**src/rtl/stream_pkg.sv**
```systemverilog
// stream_pkg: shared definitions for the 2:1 stream merge slice.
//   - DATA_W_DEFAULT : default payload width
//   - state_t        : merge FSM state encoding (IDLE, LOCK_A, LOCK_B)
//   - GRANT_A/GRANT_B: encoding of the last_grant register
package stream_pkg;

    localparam int DATA_W_DEFAULT = 8;

    typedef enum logic [1:0] {
        ST_IDLE   = 2'b00,
        ST_LOCK_A = 2'b01,
        ST_LOCK_B = 2'b10
    } state_t;

    localparam logic GRANT_A = 1'b0;
    localparam logic GRANT_B = 1'b1;

endpackage

```
**src/rtl/rr_arbiter_2.sv**
```systemverilog
// rr_arbiter_2: two-requester round-robin arbiter (purely combinational).
//   req_a, req_b : request lines
//   last_grant   : requester served most recently (GRANT_A / GRANT_B)
//   gnt          : one-hot grant, gnt[0] = A, gnt[1] = B; 2'b00 when no request
module rr_arbiter_2
    import stream_pkg::*;
(
    input  logic       req_a,
    input  logic       req_b,
    input  logic       last_grant,
    output logic [1:0] gnt
);

    // On a tie the requester that was not served last wins.
    always_comb begin
        gnt = 2'b00;
        case ({req_b, req_a})
            2'b01:   gnt = 2'b01;
            2'b10:   gnt = 2'b10;
            2'b11: begin
                if (last_grant == GRANT_A) begin
                    gnt = 2'b10;
                end else begin
                    gnt = 2'b01;
                end
            end
            default: gnt = 2'b00;
        endcase
    end

endmodule

```
**src/rtl/stream_merge_2to1.sv**
```systemverilog
// stream_merge_2to1: packet-aware 2:1 valid/ready stream merge.
//   clk, rst_n                       : clock, async active-low reset
//   s_a_valid/ready/data/last        : input channel A
//   s_b_valid/ready/data/last        : input channel B
//   m_valid/ready/data/last          : merged output channel (single register slot)
//   m_src                            : source of the current output beat (0 = A, 1 = B)
//   pkt_count                        : number of completed output packets (wraps)
// Once a multi-beat packet starts on one input, that input is locked in until
// its last beat is accepted, so packets are never interleaved on the output.
module stream_merge_2to1
    import stream_pkg::*;
#(
    parameter int DATA_W = DATA_W_DEFAULT
) (
    input  logic              clk,
    input  logic              rst_n,
    input  logic              s_a_valid,
    output logic              s_a_ready,
    input  logic [DATA_W-1:0] s_a_data,
    input  logic              s_a_last,
    input  logic              s_b_valid,
    output logic              s_b_ready,
    input  logic [DATA_W-1:0] s_b_data,
    input  logic              s_b_last,
    output logic              m_valid,
    input  logic              m_ready,
    output logic [DATA_W-1:0] m_data,
    output logic              m_last,
    output logic              m_src,
    output logic [15:0]       pkt_count
);

    state_t            state_r;
    state_t            state_next_s;
    logic              last_grant_r;
    logic              m_valid_r;
    logic [DATA_W-1:0] m_data_r;
    logic              m_last_r;
    logic              m_src_r;
    logic [15:0]       pkt_count_r;

    logic              slot_free_s;
    logic [1:0]        gnt_s;
    logic              a_ready_s;
    logic              b_ready_s;
    logic              acc_a_s;
    logic              acc_b_s;

    // The output slot can take a beat when it is empty or being drained now.
    assign slot_free_s = !m_valid_r || m_ready;

    rr_arbiter_2 u_arb (
        .req_a      (s_a_valid),
        .req_b      (s_b_valid),
        .last_grant (last_grant_r),
        .gnt        (gnt_s)
    );

    assign acc_a_s = s_a_valid && a_ready_s;
    assign acc_b_s = s_b_valid && b_ready_s;

    // FSM next state and input readies.
    always_comb begin
        state_next_s = state_r;
        a_ready_s    = 1'b0;
        b_ready_s    = 1'b0;
        case (state_r)
            ST_IDLE: begin
                a_ready_s = slot_free_s && gnt_s[0];
                b_ready_s = slot_free_s && gnt_s[1];
            end
            ST_LOCK_A: begin
                a_ready_s = slot_free_s;
                b_ready_s = 1'b0;
            end
            ST_LOCK_B: begin
                a_ready_s = 1'b0;
                b_ready_s = slot_free_s;
            end
            default: begin
                a_ready_s = 1'b0;
                b_ready_s = 1'b0;
            end
        endcase

        // A last beat always releases to IDLE; a non-last beat (re)locks.
        if (acc_a_s) begin
            state_next_s = s_a_last ? ST_IDLE : ST_LOCK_A;
        end else if (acc_b_s) begin
            state_next_s = s_b_last ? ST_IDLE : ST_LOCK_B;
        end else begin
            state_next_s = state_r;
        end
    end

    // FSM state and round-robin history.
    always_ff @(posedge clk or negedge rst_n) begin
        if (!rst_n) begin
            state_r      <= ST_IDLE;
            last_grant_r <= GRANT_B;
        end else begin
            state_r <= state_next_s;
            if (acc_a_s) begin
                last_grant_r <= GRANT_A;
            end else if (acc_b_s) begin
                last_grant_r <= GRANT_B;
            end else begin
                last_grant_r <= last_grant_r;
            end
        end
    end

    // Output slot: load on accept, otherwise clear when drained.
    always_ff @(posedge clk or negedge rst_n) begin
        if (!rst_n) begin
            m_valid_r <= 1'b0;
            m_data_r  <= {DATA_W{1'b0}};
            m_last_r  <= 1'b0;
            m_src_r   <= 1'b0;
        end else if (acc_a_s) begin
            m_valid_r <= 1'b1;
            m_data_r  <= s_a_data;
            m_last_r  <= s_a_last;
            m_src_r   <= 1'b0;
        end else if (acc_b_s) begin
            m_valid_r <= 1'b1;
            m_data_r  <= s_b_data;
            m_last_r  <= s_b_last;
            m_src_r   <= 1'b1;
        end else if (m_ready) begin
            m_valid_r <= 1'b0;
        end else begin
            m_valid_r <= m_valid_r;
        end
    end

    // Completed-packet counter, counts output handshakes of last beats.
    always_ff @(posedge clk or negedge rst_n) begin
        if (!rst_n) begin
            pkt_count_r <= 16'd0;
        end else if (m_valid_r && m_ready && m_last_r) begin
            pkt_count_r <= pkt_count_r + 16'd1;
        end else begin
            pkt_count_r <= pkt_count_r;
        end
    end

    assign s_a_ready = a_ready_s;
    assign s_b_ready = b_ready_s;
    assign m_valid   = m_valid_r;
    assign m_data    = m_data_r;
    assign m_last    = m_last_r;
    assign m_src     = m_src_r;
    assign pkt_count = pkt_count_r;

endmodule

```
**config.mk**
```make
export PLATFORM = sky130hd
export DESIGN_NAME = stream_merge_2to1
export DESIGN_NICKNAME = d
export VERILOG_FILES = /design/src/rtl/stream_pkg.sv /design/src/rtl/rr_arbiter_2.sv /design/src/rtl/stream_merge_2to1.sv
export SDC_FILE = /design/constraint.sdc
export NUM_CORES = 1
export LEC_CHECK = 0
export BUFFER_PORTS_ARGS = -buffer_cell sky130_fd_sc_hd__buf_2
export CORE_MARGIN = 4
export CORE_UTILIZATION = 43
export DETAILED_ROUTE_END_ITERATION = 8
export PLACE_DENSITY = 0.76
export REMOVE_ABC_BUFFERS = 1
export SETUP_SLACK_MARGIN = 0.05
export SKIP_CTS_REPAIR_TIMING = 1
export SLEW_MARGIN = 20
export SYNTH_ARGS = -nofsm -noshare
export SYNTH_HDL_FRONTEND = slang
export SYNTH_SLANG_ARGS = --single-unit
```
**constraint.sdc**
```tcl
create_clock -name clk -period 1.44 [get_ports clk]
set_input_delay 0 -clock clk [delete_from_list [all_inputs] [get_ports clk]]
set_output_delay 0 -clock clk [all_outputs]
set_load 0.02 [all_outputs]
```
# Yosys cells after proc, flatten, opt, wreduce, memory -nomap -nowiden
# Index checks and enable logic that the tools add are counted.
op_classes:
  n_reduce_logical: 11
  n_addsub: 1
  n_eq_ne: 5
  mux: 17
ops:
  columns: ["cell", "count"]
  rows:
  - ["16-bit by 1-bit adder with 16-bit output, second input constant", 1]
  - ["8-bit 2-to-1 mux", 2]
  - ["1-bit 2-to-1 mux", 8]
  - ["2-bit 2-to-1 mux", 4]
  - ["2-bit equality test, second input constant", 3]
  - ["1-bit logical AND", 6]
  - ["2-bit one-hot mux with 3 select lines", 1]
  - ["2-bit by 1-bit equality test with 1-bit output, second input constant", 2]
  - ["1-bit one-hot mux with 2 select lines", 2]
  - ["3-bit nonzero test", 1]
  - ["2-bit zero test", 1]
  - ["2-bit nonzero test", 1]
  - ["1-bit zero test", 1]
  - ["1-bit logical OR", 1]
totals:
  register_bits: 30
  out_inout_bits: 29
  elab_cells: 41
  input_bits: 23

# Depth between registers and ports, before layout
# Gate-level depths: netlist of the first run.
logic_depth:
  ltp_word: 7
  mapped_depth: 5
  depth_no_buf: 5

# Hierarchy
# From an unflattened synthesis of the first run, not the netlist that was laid out.
unflattened:
  hier_cells: 125
  hier_area_um2: 1373.8
modules_own_cells:
  columns: ["mod", "n_inst", "seq_area_each_um2", "cells_per_inst", "area_per_inst_um2"]
  rows:
  - ["stream_merge_2to1", 1, 752.0, 122, 1355.0]
  - ["rr_arbiter_2", 1, 0.0, 3, 18.8]

# Least setup slack after synthesis of the first run
# Ideal clock, no wire load.
synth_timing:
  path_type: "reg-to-reg"
  start: "register pkt_count_r[0] (netlist: pkt_count[0])"
  end: "register pkt_count_r[12] (netlist: pkt_count[12])"
  path_stages_with_launch: 6
  path_slack_ns: -0.087
  setup_time_ns: 0.130
  path_buffers: 0
  period_less_slack_ns: 1.527
  arrival_ns: 1.396
  required_time_ns: 1.310
  path_cell_list: "dfrtp_1 -> ha_1 -> nand4_1 -> nor4_4 -> nand3_1 -> xnor2_1"
synth_between:
  elab_chain_cells: 1
synth_rtl:
  columns: ["item", "line", "rtl"]
  rows:
  - ["start, declared", "stream_merge_2to1.sv:40", "logic [15:0] pkt_count_r;"]
  - ["start signal, assigned", "stream_merge_2to1.sv:142", "pkt_count_r <= pkt_count_r + 16'd1;"]
  - ["start signal, assigned", "stream_merge_2to1.sv:144", "pkt_count_r <= pkt_count_r;"]
  - ["16-bit by 1-bit adder with 16-bit output", "stream_merge_2to1.sv:142", null]
# No other way between the ends.
# A chain may end at the register's enable or synchronous reset.

# Final worst setup path of the first run
layout_timing:
  start: "register m_valid_r (netlist: m_valid)"
  end: "register pkt_count_r[13] (netlist: pkt_count[13])"
layout_between:
  elab_chain_cells: 2
layout_rtl:
  columns: ["item", "line", "rtl"]
  rows:
  - ["start, declared", "stream_merge_2to1.sv:36", "logic m_valid_r;"]
  - ["start signal, assigned", "stream_merge_2to1.sv:133", "m_valid_r <= m_valid_r;"]
  - ["1-bit logical AND (2 in a row)", "stream_merge_2to1.sv:141", "end else if (m_valid_r && m_ready && m_last_r) begin"]
# No other way between the ends.

==> out/qor.log, run 1 <==
INFO  status         result_of_the_run=complete, but fails checks
INFO  status         failed_checks=negative hold slack
INFO  power          power.sequential.fraction=0.408
INFO  sta            timing.final.crit_period=1.43ns
INFO  setup_path     critical_path.max_fanout=5
INFO  setup_path     setup.worst_path.end_class=register
INFO  worst_hold_path holdPathEnd=m_data[0]$_DFFE_PN0P_
INFO  sta            fin_hold_ws=-0.0107ns
INFO  worst_hold_path worstHoldPathType=in -> reg
INFO  global_routing grt_start_max_net_pins=31
INFO  yosys          cell_type_contributing_the_most_total_cell_area_after_synthesis=sky130_fd_sc_hd__dfrtp_1
INFO  power          power.leakage=1.05nW
INFO  sta            fin_tns_setup=0ns
INFO  power          worst_ir_drop_vdd=1.07mV
INFO  power          comb_power_share=0.454
INFO  yosys          ys_dominant_reg_cell=sky130_fd_sc_hd__dfrtp_1
INFO  global_routing global_route_wire_length_before_repair=4680µm
INFO  worst_hold_path holdPathStages=3
INFO  sta            post-route-period-util=0.996
INFO  yosys          yosys_warnings=0
INFO  clocking       clk_pin_slew_worst_paths=0.09ns
INFO  yosys          synth_common_cells=sky130_fd_sc_hd__dfrtp_1, sky130_fd_sc_hd__nand2_1, sky130_fd_sc_hd__mux2i_1, sky130_fd_sc_hd__nor2_1, sky130_fd_sc_hd__xnor2_1
INFO  place          hpwlAfterDp=2320µm
INFO  drt            vias=1280
INFO  drt            drt-wirelength-per-cell=13.7µm
INFO  yosys          ys_seq_area_frac=0.543
INFO  floorplan      boundaryPins=52
INFO  power          p_int=1.97mW
INFO  place          placement.io_buffers=51
INFO  yosys          syn-cell-area=1380µm²
INFO  yosys          synthArstFlopShare=1.00
INFO  global_routing grt.overflow.total=0
INFO  yosys          ys_ff_latch=30
INFO  sta            finalClockSkew=0.0146ns
INFO  yosys          synth_most_common_cell=sky130_fd_sc_hd__dfrtp_1
INFO  floorplan      floorplan.die.width=64.7µm
INFO  power          power_frac_clock=0.139
INFO  power          cell_area_power_density=1610nW/µm²
INFO  drt            dr.pass1.iters=4
INFO  drt            avgViaCountPerCell=5.02
INFO  setup_path     cp.arrival=1.65ns
INFO  clocking       clock_sinks=30
INFO  setup_path     reg2reg_from=m_valid$_DFFE_PN0P_
INFO  sta            worst_pin_slew=0.649ns
INFO  drt            detail-route-antenna-nets=0
INFO  cells_and_area final_nets=234
INFO  place          finalWeightedCongestion=0.784
INFO  yosys          synth_top_area_frac=0.524
INFO  drt            routedLengthMet1=1370µm
INFO  sta            worst_slew_margin_rel=0.567
INFO  drt            totalWireLength=3490µm
INFO  setup_path     setup.reg_to_reg.worst_slack=0.006ns
INFO  drt            met2WireLength=1830µm
INFO  floorplan      start_util=0.450
INFO  cells_and_area post_route_cells_drive_above_1_share=0.393
INFO  cells_and_area areaGrowthSynthToFinish=48.2%
INFO  clocking       worstSkewPairLatency=0.32ns
INFO  worst_hold_path min_from=s_a_data[0]
INFO  yosys          syn-instance-count=124
INFO  global_routing grt_antenna_before_repair=0
INFO  drt            dr_wl_met3=251µm
INFO  setup_path     start_kind=register
INFO  sta            timing.fmax=697MHz
INFO  sta            grt_setup_unrepaired=true
INFO  setup_path     critPathKind=reg -> reg
INFO  yosys          netlist-cell-type-count=29
INFO  global_routing grt.total_usage=0.147
INFO  yosys          synth_edf_count=0
INFO  sta            setup_viol=0
INFO  yosys          most_area_consuming_cells_after_synthesis=sky130_fd_sc_hd__dfrtp_1, sky130_fd_sc_hd__mux2i_1, sky130_fd_sc_hd__xnor2_1
INFO  clocking       htree_levels=2
INFO  power          power.switching_fraction=0.405
INFO  sta            finalHoldViolCount=1
INFO  clocking       clock_tree.root_cell=sky130_fd_sc_hd__clkbuf_4
INFO  global_routing via_count_of_the_first_global_routing_pass=1093
INFO  drt            drt_first_iter_violations=68
INFO  floorplan      core=3080µm²
INFO  clocking       ctsLongestPathBuffers=2
INFO  cells_and_area insertedDiodeCount=0
INFO  power          p_switching=1.34mW
INFO  drt            detail_route.drc_violations=0
INFO  clocking       cts_buffers=5
INFO  setup_path     worst-endpoint-required=1.65ns
INFO  floorplan      row_count=20
INFO  setup_path     timing.rr.end=pkt_count[13]$_DFFE_PN0P_
INFO  sta            slew_viol_final=0
INFO  clocking       tritoncts_clock_tree=yes
INFO  yosys          avgSynthCellArea=11.2µm²
INFO  floorplan      die_area=4190µm²
INFO  drt            maxUsedRoutingLayer=met4
INFO  floorplan      chipHeight=64.7µm
INFO  flow_run       max_cap_violations=0
INFO  setup_path     worst_r2r_path_depth=4
==> flip-flops by register name, indices dropped and copies added, names as in the netlist <==
| signal | count |
|---|---|
| pkt_count | 16 |
| m_valid | 1 |
| last_grant_r | 1 |
| m_data | 8 |
| m_last | 1 |
| m_src | 1 |
| state_r | 2 |
==> cell families after synthesis <==
| logic type | Yosys count | share of synthesized area |
|---|---|---|
| buf+inv | 2 | 0.0118 |
| fa+ha+maj | 1 | 0.00904 |
| mux | 9 | 0.0660 |
| xor+xnor | 15 | 0.0949 |
| simple gates | 50 | 0.193 |
| compound gates | 17 | 0.0823 |
| flops | 30 | 0.543 |
==> cell usage in the layout, fill, tap and decap left out <==
cell type,count
sky130_fd_sc_hd__nor3_1,1
sky130_fd_sc_hd__buf_4,14
sky130_fd_sc_hd__nor4_4,2
sky130_fd_sc_hd__a21o_1,1
sky130_fd_sc_hd__dlygate4sd3_1,17
sky130_fd_sc_hd__nand4_1,4
sky130_fd_sc_hd__nand3_1,4
sky130_fd_sc_hd__nor2_1,8
sky130_fd_sc_hd__xor2_1,7
sky130_fd_sc_hd__o21ai_1,2
sky130_fd_sc_hd__ha_1,1
sky130_fd_sc_hd__dfstp_2,1
sky130_fd_sc_hd__mux2i_1,8
sky130_fd_sc_hd__clkbuf_4,5
sky130_fd_sc_hd__o21ai_4,1
sky130_fd_sc_hd__o21ai_0,6
sky130_fd_sc_hd__a211oi_2,1
sky130_fd_sc_hd__nor2b_1,2
sky130_fd_sc_hd__o211a_4,1
sky130_fd_sc_hd__mux2_2,1
sky130_fd_sc_hd__nand3_2,2
sky130_fd_sc_hd__nor2b_4,2
sky130_fd_sc_hd__dfrtp_1,29
sky130_fd_sc_hd__and4_1,1
sky130_fd_sc_hd__nor3_2,3
sky130_fd_sc_hd__buf_2,50
sky130_fd_sc_hd__nand2_1,16
sky130_fd_sc_hd__o21a_1,1
sky130_fd_sc_hd__and3_1,1
sky130_fd_sc_hd__clkbuf_1,3
sky130_fd_sc_hd__a21oi_1,4
sky130_fd_sc_hd__xnor2_1,8
sky130_fd_sc_hd__nand2b_1,4
==> metrics by stage <==
stage                     utilization  setup WS [ns]  instances  power [mW]  cell area (µm²)
final                           0.666        0.00630        255        3.31             2050
after detailed placement        0.570        0.00927        227        2.72             1750
after CTS                       0.585        -0.0144        235        3.19             1800
after global placement          0.570         0.0743        227        2.67             1750
after floorplan                     -        -0.0865        122        2.16             1370
after global routing            0.666        -0.0939        255        3.53             2050
==> area by class of cell <==
cell class              count  area [µm²]
flip-flops and latches     30         752
multi-input cells          92         669
clock buffers               8        48.8
fillers                   245        1030
well taps                  44        55.1
repair buffers             81         526
==> power by group through the flow <==
stage	clock, mW	combinational, mW	sequential, mW
2_1_floorplan	0	0.530	1.63
3_3_place_gp	0	1.34	1.33
3_5_place_dp	0	1.37	1.35
4_1_cts	0.479	1.37	1.34
5_1_grt	0.525	1.62	1.39
6_report	0.459	1.50	1.35
==> critical path, cell delays in order, from the launching register on <==
cell and delay (ns):
sky130_fd_sc_hd__dfrtp_1 0.42, sky130_fd_sc_hd__nand4_1 0.24, sky130_fd_sc_hd__nor4_4 0.38, sky130_fd_sc_hd__nand4_1 0.15, sky130_fd_sc_hd__xnor2_1 0.14
==> routing by layer <==
layer	GRT usage	up-vias
met2	0.257	46
met3	0.0607	5
met1	0.162	619
li1	-	610
met5	0	-
met4	0.0475	0
==> worst max path at each step <==
| stage | startpoint | slack (ns) | to |
|---|---|---|---|
| after floorplan | pkt_count[0]$_DFFE_PN0P_ | -0.09 | pkt_count[12]$_DFFE_PN0P_ |
| after CTS | last_grant_r$_DFFE_PN1P_ | -0.01 | s_a_ready |
| after global routing | pkt_count[4]$_DFFE_PN0P_ | -0.09 | pkt_count[13]$_DFFE_PN0P_ |
| after global placement | pkt_count[2]$_DFFE_PN0P_ | 0.07 | pkt_count[15]$_DFFE_PN0P_ |
| after detailed placement | state_r[1]$_DFFE_PN0P_ | 0.009 | m_data[0]$_DFFE_PN0P_ |
| final | m_valid$_DFFE_PN0P_ | 0.006 | pkt_count[13]$_DFFE_PN0P_ |
No activity file was read; power rests on OpenSTA's default activity.
==> run 2, diff against run 1 <==
SETUP_SLACK_MARGIN = 0.5   (was 0.05)
==> out/qor.log, run 2 (synthesis gave the netlist of run 1 again) <==
INFO  setup_path     first_element_of_the_critical_path=last_grant_r$_DFFE_PN1P_ [was m_valid$_DFFE_PN0P_]
INFO  clocking       htree_levels=2 [unchanged]
INFO  sta            worst_pin_slew=0.655ns [was 0.649 ns]
INFO  cells_and_area design_area=2160µm² [was 2050 µm²]
INFO  floorplan      die_area=4190µm² [unchanged]
INFO  drt            detail_route.drc_violations=0 [unchanged]
INFO  place          detailed_place.area=1750µm² [unchanged]
INFO  power          power.switching_fraction=0.395 [was 0.405]
INFO  setup_path     critical_path.max_fanout=5 [unchanged]
INFO  setup_path     cp.arrival=1.44ns [was 1.65 ns]
INFO  power          total_power=3.47mW [was 3.31 mW]
INFO  setup_path     critPathKind=reg -> out [was reg -> reg]
INFO  power          power.sequential.fraction=0.395 [was 0.408]
INFO  floorplan      chipHeight=64.7µm [unchanged]
INFO  drt            dr.pass1.iters=4 [unchanged]
INFO  place          placement.io_buffers=51 [unchanged]
INFO  drt            totalWireLength=3630µm [was 3490 µm]
INFO  global_routing global_route_wire_length_before_repair=4680µm [unchanged]
INFO  setup_path     cp_cell_sequence=nand2b_1 -> a21oi_1 -> nor3_1 -> buf_2 [was nand4_1 -> nor4_4 -> nand4_1 -> xnor2_1]
INFO  clocking       worstSkewPairLatency=0.32ns [about the same]
INFO  floorplan      core=3080µm² [unchanged]
INFO  setup_path     timing.rr.end=m_data[0]$_DFFE_PN0P_ [was pkt_count[13]$_DFFE_PN0P_]
INFO  clocking       ctsLongestPathBuffers=2 [unchanged]
INFO  power          worst_ir_drop_vdd=1.08mV [was 1.07 mV]
INFO  cells_and_area layout.filler_cells=233 [was 245]
INFO  cells_and_area leading_cell_type_in_the_layout_fill_and_taps_excluded=sky130_fd_sc_hd__buf_2 [unchanged]
INFO  drt            vias=1289 [was 1280]
INFO  worst_hold_path holdPathStages=3 [unchanged]
INFO  setup_path     setup.reg_to_reg.worst_slack=0.02ns [was 0.006 ns]
INFO  power          p_switching=1.37mW [was 1.34 mW]
INFO  power          power.leakage=1.07nW [was 1.05 nW]
INFO  setup_path     setup.worst_path.end_class=output port [was register]
INFO  clocking       clock_sinks=30 [unchanged]
INFO  sta            setup_viol=1 [was 0]
INFO  sta            finalClockSkew=0.0152ns [was 0.0146 ns]
INFO  cells_and_area insertedDiodeCount=0 [unchanged]
INFO  flow_run       max_cap_violations=0 [unchanged]
INFO  cells_and_area largest_reg_flops=16 [unchanged]
INFO  sta            post-route-worst-setup-slack=-0.00207ns [was 0.00630 ns]
INFO  clocking       cts_buffers=5 [unchanged]
INFO  place          hpwlAfterDp=2320µm [unchanged]
INFO  floorplan      start_util=0.450 [unchanged]
INFO  clocking       clk_pin_slew_worst_paths=0.09ns [about the same]
INFO  status         failed_checks=negative setup slack [was negative hold slack]
INFO  clocking       tritoncts_clock_tree=yes [unchanged]
INFO  drt            drt_first_iter_violations=64 [was 68]
INFO  sta            timing.final.crit_period=1.44ns [was 1.43 ns]
INFO  sta            slew_viol_final=0 [unchanged]
INFO  sta            finalHoldViolCount=0 [was 1]
INFO  power          cell_area_power_density=1610nW/µm² [about the same]
INFO  floorplan      floorplan.die.width=64.7µm [unchanged]
INFO  sta            timing.fmax=693MHz [was 697 MHz]
INFO  setup_path     critical-path-max-stage-delay=0.60ns [was 0.42 ns]
INFO  setup_path     worst_r2r_path_depth=4 [unchanged]
INFO  power          p_int=2.10mW [was 1.97 mW]
INFO  floorplan      row_count=20 [unchanged]
INFO  drt            detail-route-antenna-nets=0 [unchanged]
INFO  setup_path     reg2reg_from=state_r[0]$_DFFE_PN0P_ [was m_valid$_DFFE_PN0P_]
INFO  status         result_of_the_run=complete, but fails checks [unchanged]
INFO  global_routing grt.total_usage=0.147 [unchanged]
INFO  sta            worst_slew_margin_rel=0.563 [was 0.567]
INFO  floorplan      boundaryPins=52 [unchanged]
INFO  drt            avgViaCountPerCell=4.98 [was 5.02]
INFO  sta            grt_setup_unrepaired=true [unchanged]
INFO  setup_path     start_kind=register [unchanged]
INFO  setup_path     worst-endpoint-required=1.44ns [was 1.65 ns]
INFO  cells_and_area most-common-layout-cells=sky130_fd_sc_hd__buf_2, sky130_fd_sc_hd__dfrtp_1, sky130_fd_sc_hd__dlygate4sd3_1, sky130_fd_sc_hd__nand2_1, sky130_fd_sc_hd__buf_4 [unchanged]
INFO  global_routing grt.overflow.total=0 [unchanged]
INFO  global_routing grt_start_max_net_pins=31 [unchanged]
INFO  global_routing via_count_of_the_first_global_routing_pass=1093 [unchanged]
INFO  cells_and_area areaGrowthSynthToFinish=56.0% [was 48.2%]
INFO  global_routing grt_antenna_before_repair=0 [unchanged]
INFO  power          comb_power_share=0.473 [was 0.454]
INFO  cells_and_area post_route_cells_drive_above_1_share=0.433 [was 0.393]
INFO  sta            post-route-period-util=1.00 [was 0.996]
INFO  drt            drt-wirelength-per-cell=14.0µm [was 13.7 µm]
INFO  clocking       clock_tree.root_cell=sky130_fd_sc_hd__clkbuf_4 [unchanged]
INFO  power          power_frac_clock=0.132 [was 0.139]
INFO  place          finalWeightedCongestion=0.784 [unchanged]
INFO  worst_hold_path worstHoldPathType=in -> reg [unchanged]
INFO  setup_path     critical-path-slowest-cell=sky130_fd_sc_hd__dfstp_2 [was sky130_fd_sc_hd__dfrtp_1]
INFO  setup_path     setup.worst_path.end=s_a_ready [was pkt_count[13]$_DFFE_PN0P_]
INFO  cells_and_area final_nets=238 [was 234]
[run 2: changes by cell type in the layout (fill, tap and decap cells not counted), moves of 2 or more]
cell,before,now
sky130_fd_sc_hd__dfrtp_2,0,4
sky130_fd_sc_hd__dfrtp_1,29,25
sky130_fd_sc_hd__buf_6,0,14
sky130_fd_sc_hd__nor2_1,8,6
sky130_fd_sc_hd__buf_2,50,39
sky130_fd_sc_hd__nor2_2,0,2
[run 2: how the worst min path moves through the flow]
stage | from | endpoint
floorplan | rst_n | m_data[0]$_DFFE_PN0P_
global placement | rst_n | pkt_count[2]$_DFFE_PN0P_
detailed placement | rst_n | pkt_count[3]$_DFFE_PN0P_
CTS | rst_n | m_data[6]$_DFFE_PN0P_
global route | s_a_data[0] | m_data[0]$_DFFE_PN0P_
finish | s_a_data[0] | m_data[0]$_DFFE_PN0P_
[run 2: critical path: cells and delay by family, from the launching register on]
kind                   cells  cell delay [ns]
flip-flops                 1             0.60
buffers and inverters      1             0.19
AO/OA/AOI/OAI              1             0.06
AND/OR/NAND/NOR            2             0.28
[run 2: metal layers]
layer  vias to the layer above  wire length, µm  track usage
li1                        617                -            -
met1                       619             1410        0.162
met5                         -                0            0
met4                         0               42       0.0475
met2                        48             1950        0.257
met3                         5              230       0.0607
[run 2: final cells by class]
cell class              count  area, µm²  share of cell area
clock buffers               8       48.8              0.0226
multi-input cells          92        662               0.307
flip-flops and latches     30        757               0.351
well taps                  44       55.1              0.0255
repair buffers             85        636               0.294
[run 2: through the flow]
| stage | setup WS [ns] | util | cells | setup TNS, ns | hold slack (ns) |
|---|---|---|---|---|---|
| floorplan | -0.0865 | - | 122 | -0.143 | -0.296 |
| global route | -0.106 | 0.701 | 259 | -0.645 | -0.0244 |
| global placement | 0.0743 | 0.570 | 227 | 0 | 0.0586 |
| detailed placement | 0.00927 | 0.570 | 227 | 0 | 0.0709 |
| finish | -0.00207 | 0.701 | 259 | -0.00207 | 0.0233 |
| CTS | -0.0144 | 0.585 | 235 | -0.0144 | -0.292 |
[run 2: power by group through the flow]
stage	Combinational, mW	Sequential [mW]	Clock [mW]
2_1_floorplan	0.530	1.63	0
3_3_place_gp	1.34	1.33	0
3_5_place_dp	1.37	1.35	0
4_1_cts	1.37	1.34	0.479
5_1_grt	1.77	1.41	0.525
6_report	1.64	1.37	0.459
